===== src/rtl/fixed_dot_acc_if.sv =====
// Product-beat stream in, one saturated dot-product result out, plus sync clear.
interface fixed_dot_acc_if #(
  parameter int DATA_W = 16,
  parameter int CNT_W  = 16
);
  logic              clear;
  logic              in_valid;
  logic              in_ready;
  logic [DATA_W-1:0] in_data;
  logic              in_last;
  logic              out_valid;
  logic              out_ready;
  logic [DATA_W-1:0] out_data;
  logic              out_sat;
  logic [CNT_W-1:0]  out_count;

  modport master (
    output clear, in_valid, in_data, in_last, out_ready,
    input  in_ready, out_valid, out_data, out_sat, out_count
  );

  modport slave (
    input  clear, in_valid, in_data, in_last, out_ready,
    output in_ready, out_valid, out_data, out_sat, out_count
  );
endinterface


===== src/rtl/fixed_dot_acc.sv =====
// Q8.8 dot-product accumulator: result registered 1 cycle after the closing beat.
// Backpressure: in_ready drops while a result is held until out_ready takes it.
module fixed_dot_acc #(
  parameter int DATA_W = 16,
  parameter int CNT_W  = 16,
  parameter int ACC_W  = 32
) (
  input  logic           clk,
  input  logic           rst_n,
  fixed_dot_acc_if.slave bus
);
  typedef enum logic {ACC, OUT} state_t;

  // Clamp bounds of the signed DATA_W result, held at accumulator width.
  localparam logic signed [ACC_W-1:0] SAT_MAX = ACC_W'(2**(DATA_W-1) - 1);
  localparam logic signed [ACC_W-1:0] SAT_MIN = ~SAT_MAX;

  state_t                   state, state_nxt;
  logic signed [ACC_W-1:0]  acc;
  logic signed [ACC_W-1:0]  sum;
  logic [CNT_W-1:0]         cnt;
  logic [CNT_W-1:0]         cnt_nxt;
  logic                     take;
  logic                     close;
  logic [DATA_W-1:0]        sat_data;
  logic                     sat_flag;

  assign sum      = acc + {{(ACC_W-DATA_W){bus.in_data[DATA_W-1]}}, bus.in_data};
  assign cnt_nxt  = cnt + CNT_W'(1);

  always_comb begin
    sat_data = sum[DATA_W-1:0];
    sat_flag = 1'b0;
    if (sum > SAT_MAX) begin
      sat_data = SAT_MAX[DATA_W-1:0];
      sat_flag = 1'b1;
    end else if (sum < SAT_MIN) begin
      sat_data = SAT_MIN[DATA_W-1:0];
      sat_flag = 1'b1;
    end
  end

  always_ff @(posedge clk or negedge rst_n) begin
    if (!rst_n) state <= ACC;
    else        state <= state_nxt;
  end

  // A full counter closes the vector on its own so the count never wraps.
  always_comb begin
    state_nxt    = state;
    take         = 1'b0;
    close        = 1'b0;
    bus.in_ready  = (state == ACC);
    bus.out_valid = (state == OUT);
    if (bus.clear) begin
      state_nxt = ACC;
    end else begin
      case (state)
        ACC: begin
          if (bus.in_valid) begin
            take = 1'b1;
            if (bus.in_last || cnt_nxt == {CNT_W{1'b1}}) begin
              close     = 1'b1;
              state_nxt = OUT;
            end
          end
        end
        OUT: begin
          if (bus.out_ready) state_nxt = ACC;
        end
        default: state_nxt = ACC;
      endcase
    end
  end

  always_ff @(posedge clk or negedge rst_n) begin
    if (!rst_n) begin
      acc           <= '0;
      cnt           <= '0;
      bus.out_data  <= '0;
      bus.out_sat   <= 1'b0;
      bus.out_count <= '0;
    end else if (bus.clear) begin
      acc <= '0;
      cnt <= '0;
    end else if (take) begin
      if (close) begin
        bus.out_data  <= sat_data;
        bus.out_sat   <= sat_flag;
        bus.out_count <= cnt_nxt;
        acc           <= '0;
        cnt           <= '0;
      end else begin
        acc <= sum;
        cnt <= cnt_nxt;
      end
    end
  end
endmodule

===== src/flat_wrapper.sv =====
// flat-port wrapper written by rule: the top's interface ports become plain ports
module fixed_dot_acc_flat 
#(
  parameter int DATA_W = 16,
  parameter int CNT_W  = 16,
  parameter int ACC_W  = 32
)
  (clk, rst_n, bus_clear, bus_in_valid, bus_in_data, bus_in_last, bus_out_ready, bus_in_ready, bus_out_valid, bus_out_data, bus_out_sat, bus_out_count);
  fixed_dot_acc_if #(.DATA_W(DATA_W), .CNT_W(CNT_W)) bus_i ();
  input  logic clk;
  input  logic rst_n;
  input wire logic [$bits(bus_i.clear)-1:0] bus_clear;
  input wire logic [$bits(bus_i.in_valid)-1:0] bus_in_valid;
  input wire logic [$bits(bus_i.in_data)-1:0] bus_in_data;
  input wire logic [$bits(bus_i.in_last)-1:0] bus_in_last;
  input wire logic [$bits(bus_i.out_ready)-1:0] bus_out_ready;
  output wire logic [$bits(bus_i.in_ready)-1:0] bus_in_ready;
  output wire logic [$bits(bus_i.out_valid)-1:0] bus_out_valid;
  output wire logic [$bits(bus_i.out_data)-1:0] bus_out_data;
  output wire logic [$bits(bus_i.out_sat)-1:0] bus_out_sat;
  output wire logic [$bits(bus_i.out_count)-1:0] bus_out_count;
  assign bus_i.clear = bus_clear;
  assign bus_i.in_valid = bus_in_valid;
  assign bus_i.in_data = bus_in_data;
  assign bus_i.in_last = bus_in_last;
  assign bus_i.out_ready = bus_out_ready;
  assign bus_in_ready = bus_i.in_ready;
  assign bus_out_valid = bus_i.out_valid;
  assign bus_out_data = bus_i.out_data;
  assign bus_out_sat = bus_i.out_sat;
  assign bus_out_count = bus_i.out_count;
  fixed_dot_acc #(.DATA_W(DATA_W), .CNT_W(CNT_W), .ACC_W(ACC_W)) u_core (.clk(clk), .rst_n(rst_n), .bus(bus_i));
endmodule

===== config.mk =====
export PLATFORM = sky130hd
export DESIGN_NAME = fixed_dot_acc_flat
export DESIGN_NICKNAME = d
export VERILOG_FILES = /design/src/rtl/fixed_dot_acc_if.sv /design/src/rtl/fixed_dot_acc.sv /design/src/flat_wrapper.sv
export SDC_FILE = /design/constraint.sdc
export NUM_CORES = 1
export LEC_CHECK = 0
export CAP_MARGIN = 25
export CORE_UTILIZATION = 55
export DETAILED_ROUTE_END_ITERATION = 10
export PLACE_DENSITY_LB_ADDON = 0.08
export SYNTH_ARGS = -nofsm -noshare
export SYNTH_HDL_FRONTEND = slang
export SYNTH_SLANG_ARGS = --single-unit

===== constraint.sdc =====
create_clock -name clk -period 4.8 [get_ports clk]
set_clock_uncertainty 0.15 [all_clocks]
set_input_delay 0.96 -clock clk [delete_from_list [all_inputs] [get_ports clk]]
set_output_delay 0.96 -clock clk [all_outputs]
set_load 0.005 [all_outputs]

==> impl_summary.txt <==
----------------------------------------------------
[Run status]
  Outcome ... finished, final reports clean

[Clocking]
  Clock latency on the worst-skew pair ... around 0.37 ns
  CTS hold repair buffers ... 0
  Max clock buf depth ... 2
  Clk root buf ... sky130_fd_sc_hd__clkbuf_8
  Deepest level of the CTS H-tree ... 3
  CTS buffer count ... 9
  Clock transition time at the flip-flop clock pins of the worst setup and hold paths ... ~0.080 ns
  Clk sink count ... 82
  Clock tree from TritonCTS ... built

[Worst setup path]
  Reg-to-Reg Start ... u_core.acc[0]
  Setup slack of the worst register-to-register path ... approximately 0.94 ns
  Largest fanout on the critical path ... 11
  Signal arrival time at the worst endpoint ... about 4.6 ns
  Startpoint types ... input port
  Beginning of the critical path ... bus_in_data[1]
  Required time reported for the critical path endpoint ... roughly 5 ns
  Reg2Reg Capture Point ... u_core.bus.out_data[9]
  Cells on worst reg2reg path ... 14
  Worst setup EP type ... register
  Category of the critical setup timing path ... in -> reg

[Route]
  Total Routed Length ... 15400 um
  Antenna Violating Nets Remaining ... 0
  DR DRC count ... 0
  Number of DRC markers in iteration 0 ... between 200 and 300
  Post-DR vias/cell ... about 6.3
  Routed len/inst ... 17.9 um
  Via total after detailed routing ... roughly 5400
  Length of the first detailed-routing pass in iterations ... 6

[Power]
  Power Total ... ~1900 uW
  IR Drop Worst-Case VDD ... 0.189 mV
  Power per unit of standard cell area ... ~280 nW/um2
  Leakage Power ... between 0.002 and 0.003 uW

[Logic synthesis]
  Post-synthesis instance total ... 640
  Post-synthesis cell area ... approximately 5600 um2
  Main synth FF type ... sky130_fd_sc_hd__dfrtp_1
  Number of storage elements in the synthesis netlist ... 82
  Post-synthesis average cell area ... ~9 um2
  Net count after synthesis ... between 600 and 700
  Number of enable flip-flop cells after synthesis ... 0
  Sequential fraction of the synthesis area ... ~37%
  Netlist cell types ... 70
  YS warnings ... 0
  FFs w/ async S/R, synth ... 100%

[Floorplanning]
  Horizontal die dimension ... roughly 100 um
  Die area ... around 11000 um2
  Core Box Area ... 9820 um2
  Number of I/O pins ... 57
  Initial core utilization ... between 50% and 60%
  Die Span Y ... around 100 um
  Placement Rows ... 36

[STA]
  Final count of negative-setup-slack endpoints ... 0
  Final critical-path share of the clock period ... between 90 and 100%
  Remaining max-slew budget at the tightest pin ... around 46%
  Slew of the pin with the lowest slew margin ... roughly 0.80 ns
  Achievable clock frequency ... around 220 MHz
  Total count of hold-check failures in the final report ... 0
  Setup TNS after final layout ... 0 ns
  Unrepaired setup endpoints after global routing ... false
  Worst slack on hold paths ... 0.341 ns
  Final period demand of the worst path ... ~4.5 ns
  Final-report max-slew violation count ... 0

[Hold path]
  Number of stages on the worst hold path ... 2
  Hold Crit Class ... reg -> reg
  Critical hold path startpoint ... u_core.acc[4]
  Hold EP ... u_core.acc[4]

[Global route]
  First-pass GRT wire length ... 25000 um
  Vias in the first global route ... approximately 5300
  Number of antenna violations at the first check in global routing ... 0
  Largest net degree at the start of global routing ... 48
  Global routing usage summed across all routing layers ... between 30% and 40%
  Total congestion overflow ... 0

[Finish]
  Share of cells above drive strength 1 ... 11.1%
  Area added between synthesis and finish ... 20.1%
  Highest-count cells in the layout ignoring fill and taps ... sky130_fd_sc_hd__dfrtp_1, sky130_fd_sc_hd__nand2_1, sky130_fd_sc_hd__nor2_1
  Post-Layout Inst Area ... 6750 um2
  Share of the core filled with cells in the final layout ... roughly 69%
  Most frequent standard cell in the layout excluding fill and tap cells ... sky130_fd_sc_hd__dfrtp_1
  Number of diodes ... 0
  Final net count ... slightly below 800
  Number of inserted filler cells in the final layout ... ~850

[Placement]
  Total half-perimeter wirelength after legalization and detailed placement ... between 10000 and 15000 um
  Total placed instance area ... 6560 um2
  Final weighted congestion in routability-driven placement ... approximately 0.96
  Port Buf Inserts ... between 50 and 60

[Flow run]
  Max-cap violations ... 0

----------------------------------------------------
-- layout make-up --
cell class	count	area [um2]	share of cell area, %
Multi-Input combinational cell	514	3400	50.4
Sequential cell	82	2050	30.4
Timing Repair Buffer	99	881	13.1
Tap cell	133	166	2.47
Clock buffer	10	138	2.04
Inverter	16	60.1	0.890
Clock inverter	6	48.8	0.723
-- how the worst max path moves through the flow --
stage                                   end  slack (ns)  cells after the start
CTS                  u_core.bus.out_data[5]        0.20                     14
global route        u_core.bus.out_data[11]        0.03                     14
global placement     u_core.bus.out_data[0]       -0.03                     14
floorplan           u_core.bus.out_data[14]        0.57                     13
finish               u_core.bus.out_data[9]        0.32                     14
detailed placement   u_core.bus.out_data[5]       -0.19                     14
-- metal layers --
metal,GRT usage (%),routed length [um]
met1,39.6,6940
met2,50.1,7200
met3,5.15,706
met4,14.8,519
met5,0,0
-- what timing repair did --
action	CTS	global route
setup endpoints to repair	0	13
endpoints found under the hold margin	0	0
resized for setup	0	1
setup buffers	0	0
-- worst max-delay path, stage by stage --
cell and delay, ns:
sky130_fd_sc_hd__clkdlybuf4s50_1 0.46, sky130_fd_sc_hd__ha_1 0.33, sky130_fd_sc_hd__a211oi_1 0.32, sky130_fd_sc_hd__o21ai_1 0.24, sky130_fd_sc_hd__buf_4 0.20, sky130_fd_sc_hd__o21ai_1 0.27
sky130_fd_sc_hd__a2111oi_0 0.18, sky130_fd_sc_hd__a311oi_1 0.58, sky130_fd_sc_hd__nor3_1 0.09, sky130_fd_sc_hd__nand4_1 0.13, sky130_fd_sc_hd__a2111oi_2 0.06, sky130_fd_sc_hd__a21oi_2 0.43
sky130_fd_sc_hd__buf_4 0.24, sky130_fd_sc_hd__o2bb2ai_1 0.12
-- cell usage after synthesis (7+ instances only) --
library cell / instances / area [um2]
sky130_fd_sc_hd__nand3_1: 16 / 80.1
sky130_fd_sc_hd__nor3_1: 21 / 105
sky130_fd_sc_hd__ha_1: 33 / 413
sky130_fd_sc_hd__nand4_1: 13 / 81.3
sky130_fd_sc_hd__o32a_1: 10 / 100
sky130_fd_sc_hd__a22o_1: 15 / 131
sky130_fd_sc_hd__a21oi_1: 49 / 245
sky130_fd_sc_hd__and2_1: 7 / 43.8
sky130_fd_sc_hd__clkbuf_1: 21 / 78.8
sky130_fd_sc_hd__xnor2_1: 19 / 166
sky130_fd_sc_hd__nand2_1: 69 / 259
sky130_fd_sc_hd__o21ai_1: 11 / 55.1
sky130_fd_sc_hd__xor2_1: 18 / 158
sky130_fd_sc_hd__inv_1: 16 / 60.1
sky130_fd_sc_hd__and3_1: 8 / 50.1
sky130_fd_sc_hd__and4_1: 7 / 61.3
sky130_fd_sc_hd__o211ai_1: 12 / 90.1
sky130_fd_sc_hd__nor2_1: 58 / 218
sky130_fd_sc_hd__o21ai_0: 49 / 245
sky130_fd_sc_hd__dfrtp_1: 82 / 2050
-- registers in the layout, summed over array words and instances (netlist names) --
signal	flops
u_core.bus.out_data	16
u_core.bus.out_valid	1
u_core.bus.out_count	16
u_core.cnt	16
u_core.bus.out_sat	1
u_core.acc	32
-- power by group --
part	switching [uW]	internal, uW	leakage (uW)
sequential	45.5	760	0.00104
clock	285	206	0.0000855
combinational	317	293	0.00171
-- metrics by stage --
step / std cells / setup WS [ns]
floorplan: 640 / 0.574
global placement: 844 / -0.0318
detailed placement: 844 / -0.187
CTS: 860 / 0.201
global route: 860 / 0.0334
finish: 860 / 0.318
-- cell families after synthesis --
family / synth area share [%]
compound gates: 25.8
xor+xnor: 5.77
fa+ha+maj: 7.70
buf+inv: 3.21
flops: 36.5
mux: 0.980
simple gates: 20.0
Power figures use the tool's default switching activity.
